## src/rtl/crc8_calculator.sv

```systemverilog
// Byte-serial CRC-8 (MSB-first, no reflection, no final XOR) for the UART-AXI4 bridge framing.
// Folds one byte per enabled clock. crc_final previews the result, including the byte currently presented.
module crc8_calculator #(
    parameter logic [7:0] POLY = 8'h07,
    parameter logic [7:0] INIT = 8'h00
) (
    input  logic       clk,
    input  logic       rst,
    input  logic       crc_enable,
    input  logic [7:0] data_in,
    input  logic       crc_reset,
    output logic [7:0] crc_out,
    output logic [7:0] crc_final
);

    logic [7:0] crc_q;
    logic [7:0] crc_d;
    logic [7:0] crc_next_byte;

    // The loop is fully unrolled into an XOR network, so a whole byte is folded in one cycle.
    function automatic logic [7:0] crc8_next(input logic [7:0] c, input logic [7:0] d);
        logic [7:0] t;
        t = c ^ d;
        for (int i = 0; i < 8; i++) begin
            if (t[7]) begin
                t = {t[6:0], 1'b0} ^ POLY;
            end else begin
                t = {t[6:0], 1'b0};
            end
        end
        return t;
    endfunction

    always_comb begin
        crc_next_byte = crc8_next(crc_q, data_in);
    end

    // A clear wins over a byte in the same cycle, so that byte is dropped.
    always_comb begin
        crc_d = crc_q;
        if (crc_reset) begin
            crc_d = INIT;
        end else if (crc_enable) begin
            crc_d = crc_next_byte;
        end
    end

    always_ff @(posedge clk) begin
        if (rst) begin
            crc_q <= INIT;
        end else begin
            crc_q <= crc_d;
        end
    end

    assign crc_out   = crc_q;
    assign crc_final = crc_enable ? crc_next_byte : crc_q;

endmodule

```

## config.mk

```make
export PLATFORM = sky130hd
export DESIGN_NAME = crc8_calculator
export DESIGN_NICKNAME = d
export VERILOG_FILES = /design/src/rtl/crc8_calculator.sv
export SDC_FILE = /design/constraint.sdc
export NUM_CORES = 1
export LEC_CHECK = 0
export BUFFER_PORTS_ARGS = -buffer_cell sky130_fd_sc_hd__clkbuf_2
export CAP_MARGIN = 5
export CORE_MARGIN = 10
export CORE_UTILIZATION = 47
export CTS_CLUSTER_DIAMETER = 30
export DETAILED_ROUTE_END_ITERATION = 10
export PLACE_DENSITY_LB_ADDON = 0.05
export SYNTH_ARGS = -nofsm -noshare
export SYNTH_HDL_FRONTEND = slang
export SYNTH_SLANG_ARGS = --single-unit
```

## constraint.sdc

```tcl
create_clock -name clk -period 2.05 [get_ports clk]
set_input_delay 0.41 -clock clk [delete_from_list [all_inputs] [get_ports clk]]
set_output_delay 0.41 -clock clk [all_outputs]
set_load 0.03 [all_outputs]
```

==> summary.md <==
| Metric | Value |
|---|---|
| Run status | `complete, but fails checks` |
| Failing checks | `negative setup slack` |
| Final worst path period share | `108%` |
| Synth async-reset ratio | `0%` |
| Die H | `59.2 um` |
| Most numerous cell in the Yosys netlist | `nand2_1` |
| Multi-input gate area | `666 um2` |
| Relative slew slack | `59.6%` |
| Crit path max fanout | `3` |
| Critical Path RT | `between 1.5 and 2 ns` |
| Post-Synth XOR/XNOR Area | `46.1%` |
| Port Buffer Count | `27` |
| Final Skew | `0.00388 ns` |
| Initial antenna violation count | `0` |
| Clk Latency, worst-skew pair | `0.25 ns` |
| Hold Crit Start | `crc_out[5]$_SDFF_PP0_` |
| MaxCap Viol Count | `0` |
| Crit path DAT | `~1.8 ns` |
| CP Capture Type | `primary output` |
| Simple logic cell fraction of the synthesized area | `16.1%` |
| Total power draw | `942 uW` |
| Int Pwr | `568 uW` |
| Layout cells sized above 1 | `between 60% and 70%` |
| RSZ-0062 raised after global routing | `yes` |
| Clock Power Share | `14.1%` |
| Ant. Diodes | `0` |
| Mapped Area | `722 um2` |
| Mux share of post-synthesis cell area | `11.1%` |
| Fin. Hold Viols | `0` |
| Yosys warns | `0` |
| Remaining DRCs | `0` |
| Worst R2R Setup Slack | `0.54 ns` |
| Hold path cells | `2` |
| Finish-stage setup viols | `2` |
| Slew Viols, Final | `0` |
| Core Rows | `14` |
| Max FFs per register | `8` |
| Placed cell count | `125` |
| Placer congestion estimate | `0.691` |
| Reg area | `about 180 um2` |
| HP Class | `flip-flop to flip-flop` |
| Mapped Avg Cell Area | `around 9.9 um2` |
| Critical path class | `input pin to primary output` |
| GR Util met3 | `4.29%` |
| Post-synthesis compound-gate area fraction | `1.73%` |
| CP startpoint | `data_in[6]` |
| Die width | `a little under 60 um` |
| GRT Resource Usage Total | `12.0%` |
| Worst Tran Pin Value | `0.604 ns` |
| First-pass GRT wire length | `approximately 3300 um` |
| Adder-Cell Fraction of Synth Area | `0%` |
| Peak supply drop | `0.480 mV` |
| Hold Buf Count CTS | `0` |
| Seq/Total Area, Yosys | `22.2%` |
| # nets final | `about 130` |
| P&R area growth vs syn | `70.5%` |
| Largest net degree at the start of global routing | `10` |
| Synth cell types | `16` |
| Syn Nets | `85` |
| EDFF count, synth | `0` |
| Fmax | `452 MHz` |
| Met1 GRT Util | `11.9%` |
| Setup TNS | `-0.284 ns` |
| HPWL after DPL | `1480 um` |
| Leak Pwr | `0.000633 uW` |
| R2R Path End | `crc_out[2]$_SDFF_PP0_` |
| Most used DFF post-synth | `dfxtp_1` |
| Hold Path Sink | `crc_out[5]$_SDFF_PP0_` |
| Sw Share | `39.7%` |
| TritonCTS buffer count | `3` |
| Initial Util | `between 40% and 50%` |
| Yosys top cell by area | `dfxtp_1` |
| Worst-path clk slew | `0.06 ns` |
| Final WL | `roughly 2200 um` |
| DR WL/cell | `16.0 um` |
| Psw | `374 uW` |
| Post-Syn Instances | `73` |
| Synth area leaders | `dfxtp_1, xnor3_1, xnor2_1` |
| Largest family of logic cells by synthesized area | `XOR/XNOR gates` |
| Seq cells post-synth | `8` |
| Max H-tree Level | `1` |
| P per Cell Area | `765 mW/mm2` |
| GR Util met2 | `22.3%` |
| Root Driver | `clkbuf_4` |
| Core Area | `0.00147 mm2` |
| Clock Path Buffers | `2` |
| Final-layout fill cell count | `86` |
| Commonest cells in the netlist | `nand2_1, xnor2_1, dfxtp_1, mux2i_1, or3_1` |
| Sequential share of power | `20.1%` |
| Clock sink count | `8` |
| Share of the synthesized area in the top cell type | `22.2%` |
| Io pins | `28` |
| Worst setup margin | `-0.163 ns` |
| Startpoint Class | `input pin` |
| Final min period | `2.21 ns` |
| Vias/cell | `around 5` |
| Reg2reg start | `crc_out[6]$_SDFF_PP0_` |
| Via count | `between 600 and 700` |
| Vias in the first global route | `approximately 740` |
| First-pass detailed-route iteration total | `4` |
| Combinational power share | `65.8%` |
| Worst Hold Slack | `0.518 ns` |
| Iteration-0 DRC Markers | `5` |
| Grt peak-use layer | `met2` |
| Non-Filler Instances | `135` |
| R2R depth | `5` |
| Die area | `0.00350 mm2` |
| Routed Antenna Nets | `0` |
| CTS tree | `built` |
| Total gr overflow | `0` |
## cells by family (layout without fill, tap and decap cells)
group | Yosys count | in the layout
flip-flops | 8 | 8
AND/OR/NAND/NOR | 25 | 25
multiplexers | 8 | 8
AO/OA/AOI/OAI | 2 | 2
XOR/XNOR | 25 | 25
buffers and inverters | 5 | 51
## timing repair
item	in CTS	in global routing
pin swaps	8	8
endpoints found under the setup margin	8	8
resized for setup	18	20
buffers inserted	4	2
## metrics by stage
stage               cell area, um2  setup WS [ns]  util [%]
floorplan                      812         -0.135         -
global placement              1040         -0.202      70.6
detailed placement            1040         -0.206      70.6
CTS                           1160         -0.154      79.1
global route                  1230         -0.198      83.7
finish                        1230         -0.163      83.7
## layout by cell type (no fill, tap or decap), drive strengths merged, types with 5 or more instances in the layout
cell,n
mux2i,8
xnor2,12
buf,26
nand2,15
dfxtp,8
xor2,5
clkbuf,24
or3,8
xnor3,7
## power groups by stage
stage               clock network (uW)  logic, uW  registers [uW]
floorplan                            0        352             215
global placement                     0        501             191
detailed placement                   0        509             193
CTS                                137        580             188
global route                       146        654             191
finish                             133        620             189
## metal layers
layer  up-vias  wire (um)
met2        25       1160
met5         -          0
met4         0         34
met1       317        801
met3         4        168
li1        335          -
## how the worst max path moves through the flow
stage,end,slack (ns),cells past startpoint
floorplan,crc_final[2],-0.14,5
global placement,crc_final[1],-0.20,6
detailed placement,crc_final[1],-0.21,6
CTS,crc_final[2],-0.15,6
global route,crc_final[1],-0.20,6
finish,crc_final[1],-0.16,6
## layout make-up
| type | count | area share (%) |
|---|---|---|
| Clock buffer | 4 | 2.13 |
| Tap cell | 16 | 1.63 |
| Inverter | 1 | 0.305 |
| Timing Repair Buffer | 46 | 27.6 |
| Sequential cell | 8 | 14.2 |
| Multi-Input combinational cell | 60 | 54.1 |
## critical path: stages
cell	delay (ns)
buf_6	0.09
xor3_2	0.46
xnor3_1	0.25
or3_4	0.40
nand2_4	0.07
buf_8	0.12
No activity file was read; power rests on OpenSTA's default activity.
